## src/rtl/iir_biquad_seq.sv

```systemverilog
// Sequential single-MAC direct-form-I biquad: one product per cycle over five coefficients.
// Optional macro IIR_ROUND_EN selects round-half-up scaling instead of floor truncation.
module iir_biquad_seq #(
  parameter int W    = 25,
  parameter int FRAC = 14
) (
  input  logic         clk,
  input  logic         reset,
  input  logic         clear,
  input  logic [W-1:0] x_in,
  input  logic         x_valid,
  output logic [2:0]   coef_sel,
  input  logic [W-1:0] coef,
  output logic [W-1:0] y_out,
  output logic         y_valid,
  output logic         busy,
  output logic         sat_flag
);

  localparam int PW = 2 * W;
  localparam int AW = 2 * W + 3;
  localparam int SW = AW + 1;

`ifdef IIR_ROUND_EN
  localparam logic signed [SW-1:0] HALF = {{(SW-FRAC){1'b0}}, 1'b1, {(FRAC-1){1'b0}}};
`endif

  typedef enum logic [1:0] {IDLE, MAC, DONE} state_t;

  state_t state, state_nxt;

  logic        [2:0]    idx;
  logic signed [W-1:0]  xl, x1, x2, y1, y2;
  logic signed [AW-1:0] acc;
  logic signed [W-1:0]  operand;
  logic signed [PW-1:0] coef_ext, op_ext, prod;
  logic signed [AW-1:0] prod_ext;
  logic signed [SW-1:0] scaled;
  logic        [W:0]    sat_res;
  logic signed [W-1:0]  y_new;
  logic                 y_sat;

  // Extra guard bit so the rounding constant can never wrap the accumulator.
  function automatic logic signed [SW-1:0] scale_acc(input logic signed [AW-1:0] a);
    logic signed [SW-1:0] t;
    t = {a[AW-1], a};
`ifdef IIR_ROUND_EN
    t = t + HALF;
`endif
    return t >>> FRAC;
  endfunction

  // Returns {overflow, clamped value}; in range when all bits above the sign agree.
  function automatic logic [W:0] saturate(input logic signed [SW-1:0] v);
    logic [SW-W:0] hi;
    hi = v[SW-1:W-1];
    if (hi == '0 || hi == '1)
      return {1'b0, v[W-1:0]};
    else if (v[SW-1])
      return {1'b1, 1'b1, {(W-1){1'b0}}};
    else
      return {1'b1, 1'b0, {(W-1){1'b1}}};
  endfunction

  always_comb begin
    operand = '0;
    case (idx)
      3'd0:    operand = y1;
      3'd1:    operand = y2;
      3'd2:    operand = xl;
      3'd3:    operand = x1;
      3'd4:    operand = x2;
      default: operand = '0;
    endcase
  end

  assign coef_ext = {{W{coef[W-1]}}, coef};
  assign op_ext   = {{W{operand[W-1]}}, operand};
  assign prod     = coef_ext * op_ext;
  assign prod_ext = {{(AW-PW){prod[PW-1]}}, prod};

  assign scaled  = scale_acc(acc);
  assign sat_res = saturate(scaled);
  assign y_new   = sat_res[W-1:0];
  assign y_sat   = sat_res[W];

  assign busy     = (state != IDLE);
  assign coef_sel = (state == MAC) ? idx : 3'd0;

  always_ff @(posedge clk or posedge reset) begin
    if (reset) state <= IDLE;
    else       state <= state_nxt;
  end

  always_comb begin
    state_nxt = state;
    if (clear) begin
      state_nxt = IDLE;
    end else begin
      case (state)
        IDLE:    if (x_valid) state_nxt = MAC;
        MAC:     if (idx == 3'd4) state_nxt = DONE;
        DONE:    state_nxt = IDLE;
        default: state_nxt = IDLE;
      endcase
    end
  end

  always_ff @(posedge clk or posedge reset) begin
    if (reset) begin
      idx      <= '0;
      acc      <= '0;
      xl       <= '0;
      x1       <= '0;
      x2       <= '0;
      y1       <= '0;
      y2       <= '0;
      y_out    <= '0;
      y_valid  <= 1'b0;
      sat_flag <= 1'b0;
    end else begin
      y_valid <= 1'b0;
      if (clear) begin
        // y_out deliberately keeps the last published sample.
        idx      <= '0;
        acc      <= '0;
        xl       <= '0;
        x1       <= '0;
        x2       <= '0;
        y1       <= '0;
        y2       <= '0;
        sat_flag <= 1'b0;
      end else begin
        case (state)
          IDLE: begin
            if (x_valid) begin
              xl  <= x_in;
              acc <= '0;
              idx <= '0;
            end
          end
          MAC: begin
            acc <= acc + prod_ext;
            idx <= (idx == 3'd4) ? 3'd0 : idx + 3'd1;
          end
          DONE: begin
            y_out    <= y_new;
            y_valid  <= 1'b1;
            sat_flag <= sat_flag | y_sat;
            y2       <= y1;
            y1       <= y_new;
            x2       <= x1;
            x1       <= xl;
            idx      <= '0;
          end
          default: idx <= '0;
        endcase
      end
    end
  end

endmodule

```

## config.mk

```make
export PLATFORM = sky130hd
export DESIGN_NAME = iir_biquad_seq
export DESIGN_NICKNAME = d
export VERILOG_FILES = /design/src/rtl/iir_biquad_seq.sv
export SDC_FILE = /design/constraint.sdc
export NUM_CORES = 2
export LEC_CHECK = 0
export CAP_MARGIN = 20
export CORE_ASPECT_RATIO = 0.6
export CORE_MARGIN = 10
export CORE_UTILIZATION = 65
export CTS_BUF_LIST = sky130_fd_sc_hd__clkbuf_16
export CTS_CLUSTER_SIZE = 24
export DETAILED_ROUTE_END_ITERATION = 10
export HOLD_SLACK_MARGIN = 0.03
export PLACE_DENSITY = 0.85
export SLEW_MARGIN = 10
export SYNTH_ARGS = -nofsm -noshare
export SYNTH_HDL_FRONTEND = slang
export SYNTH_SLANG_ARGS = --single-unit
```

## constraint.sdc

```tcl
create_clock -name clk -period 10.1 [get_ports clk]
set_input_delay 2.02 -clock clk [delete_from_list [all_inputs] [get_ports clk]]
set_output_delay 2.02 -clock clk [all_outputs]
set_load 0.02 [all_outputs]
```

==> results.toml <==
[logic_synthesis]
synthArstFlopShare = 1.000
yosysMostFrequentCell = "inv_1"
syn_inst = 3599
syn_area_um2 = 34130
synth-edff-count = 0
syn_nets = 4578
synth_top_family_by_area = "adder cells"
ys.flop_type = "dfrtp_1"
syn_area_per_cell_um2 = 9.484
synth_fa_ha_area_frac = 0.5032
ys_top_cells_by_count = "865 x inv_1, 746 x fa_1, 581 x nand2_1, 258 x and2_1, 210 x dfrtp_1"
seq_area_frac_synth = 0.1540
synthTopCellsByArea = "fa_1 44%, dfrtp_1 15%, inv_1 9.5%"
synth_top_area_frac = 0.4375
synth-xor-area-share = 0.01180
synth-seq-cells = 210
synth_compound_area_frac = 0.08244
synth_cell_types = 71
synth.mux.area_fraction = 0
yosysTopAreaCell = "fa_1"
synthSimpleGateAreaFrac = 0.1348
ys_warn_count = 0

[global_routing]
antenna_found_initial = 2
overflow = 0
grt_pass1_vias = 27010
grt_pass1_wl_mm = 145.4
grt_start_max_net_pins = 157
track_usage = 0.2924

[floorplan]
die_w_um = 315.8
die_h_um = 197.5
initial_core_util = 0.6639
core-area_um2 = 51410
ios = 85
num_rows = 64
die-area_um2 = 62380

[pwr]
switching_power_mw = 0.6298
p_leak_nw = 19.78
clkPwrFrac = 0.355
powerDensity_nw_per_um2 = 55.43
share_comb_of_total_power = 0.215
seqPwrFrac = 0.430
switching_share = 0.3105
peakVddDrop_mv = 0.1193
internal-power_mw = 1.398
total_power_mw = 2.028

[worst_setup_path]
worstPathMaxFanout = 15
reg2reg_to = "acc[52]"
worst-setup-path-type = "in2reg"
reg2reg_from = "idx[0]"
crit_path_end_kind = "flop"
rr_worst_depth = 31
arrival_ns = 9.86
required_ns = 10.46
r2r_slack_ns = 0.71
startpoint_type = "primary input"

[timing]
fin_ws_ns = 0.5958
setup_tns_ns = 0
drv_slew = 0
tightestPinTransition_ns = 1.121
rsz0062_at_grt = "false"
setup_violations = 0
slew_headroom = 0.2498
finalCritPeriodShare = 0.9410
fin_hold_ws_ns = 0.4674
hold_viol = 0
fmax_ghz = 0.1052
fin_crit_ns = 9.504
clock_skew_ns = 0.02471

[clock_network]
clkTransAtPathRegs_ns = 0.07
h-tree-depth = 1
cts_sinks = 210
hold_buffers = 0
cts_buffers = 19
cts_tree = "done"
post-cts-setup-buffers = 0
cts_root_buf = "clkbuf_16"
clockBufferDepth = 3
clock_latency_ns = 0.50
cts_resized = 0

[detailed_routing]
first_pass_iters = 8
dr_total_vias = 25190
wl_per_cell_um = 20.19
drc = 0
vias_per_cell = 5.816
ant_nets = 0
wl_mm = 87.46
drtIter0Drc = 2764

[placement]
gp_congestion = 0.9857
place.port_buffers = 84
post-place-ws_ns = 0.2357
place_hpwl_mm = 71.89

[final_layout]
drive_gt1_frac = 0.04179
area_growth_pct = 7.192
fin_nets = 4604

[min_path]
holdPathEnd = "y_out[15]"
worstHoldPathCells = 2
hp-class = "reg2reg"
hp-start = "y_out[15]"

[job]
maxCapViolations = 0

[run_status]
status = "complete, no violations"
==> cell type report <==
class | count | area [um2]
Clock inverter | 14 | 117.6
Inverter | 866 | 3258
Antenna cell | 2 | 5.005
Fill cell | 3642 | 14820
Sequential cell | 210 | 5255
Clock buffer | 19 | 475.5
Multi-Input combinational cell | 2356 | 25070
Tap cell | 693 | 867.1
Timing Repair Buffer | 172 | 1538
==> cell usage in the layout (no fill, tap or decap), types with 12 or more instances in the layout <==
cell,count
a21o_1,15
a21oi_1,76
a22o_1,87
a22oi_1,43
and2_1,258
buf_4,85
clkbuf_16,19
clkdlybuf4s50_1,84
dfrtp_1,210
fa_1,746
ha_1,179
inv_1,868
nand2_1,581
nand3_1,32
nor2_1,46
o21ai_0,79
or3_1,12
xnor2_1,33
xor2_1,13
==> state kept, by name, indices dropped and copies added (netlist names) <==
register	flops
state	2
y2	25
x1	25
idx	3
y_out	25
acc	53
x2	25
sat_flag	1
xl	25
y_valid	1
y1	25
==> metal layers <==
metal | vias up | GRT usage | part of all wire
met5 | - | 0 | 0
li1 | 10790 | - | -
met1 | 12810 | 0.4192 | 0.41
met4 | 0 | 0.07285 | 0.024
met3 | 154 | 0.07492 | 0.12
met2 | 1442 | 0.4433 | 0.45
==> worst max-delay path: stages <==
cell and delay, ns:
clkdlybuf4s50_1 0.99, nand2_1 0.18, fa_1 0.57, inv_1 0.05, fa_1 0.49, inv_1 0.07, fa_1 0.51, fa_1 0.52
inv_1 0.06, fa_1 0.55, fa_1 0.53, inv_1 0.06, fa_1 0.49, inv_1 0.05, ha_1 0.37, nand2_1 0.13
o21ai_1 0.26, a31oi_1 0.12, o21ai_0 0.35, a32oi_1 0.23, o31a_1 0.40, o21ai_1 0.43, a211oi_1 0.15, a221o_1 0.28
==> kinds of logic (layout without fill, tap and decap cells) <==
family | Yosys count | count (layout)
flops | 210 | 210
xor+xnor | 46 | 46
simple gates | 988 | 988
buf+inv | 1033 | 1071
fa+ha+maj | 925 | 925
compound gates | 397 | 397
other cells | 0 | 2
==> per-stage QoR <==
| step | cell area (um2) | std cells | util |
|---|---|---|---|
| finish | 36590 | 4332 | 0.7117 |
| global route | 36580 | 4330 | 0.7116 |
| CTS | 36540 | 4328 | 0.7108 |
| detailed placement | 35950 | 4295 | 0.6993 |
| global placement | 35950 | 4295 | 0.6993 |
| floorplan | 34130 | 3599 | - |
==> power by group through the flow <==
stage          Sequential, mW  Combinational [mW]  Clock [mW]
6_report                0.872               0.436       0.720
5_1_grt                 0.873               0.482       0.756
3_5_place_dp            0.887               0.419           0
4_1_cts                 0.871               0.424       0.717
3_3_place_gp            0.887               0.408           0
2_1_floorplan           0.879               0.273           0
==> worst max-delay path by stage <==
stage	startpoint	to	slack (ns)	cells past startpoint
6_report	coef[14]	acc[52]	0.60	24
5_1_grt	idx[0]	acc[52]	0.30	31
4_1_cts	coef[24]	acc[51]	0.72	24
3_5_place_dp	coef[24]	acc[51]	0.24	24
3_3_place_gp	coef[8]	acc[52]	0.39	23
2_1_floorplan	coef[24]	acc[51]	1.21	24
No activity file was read; power rests on OpenSTA's default activity.
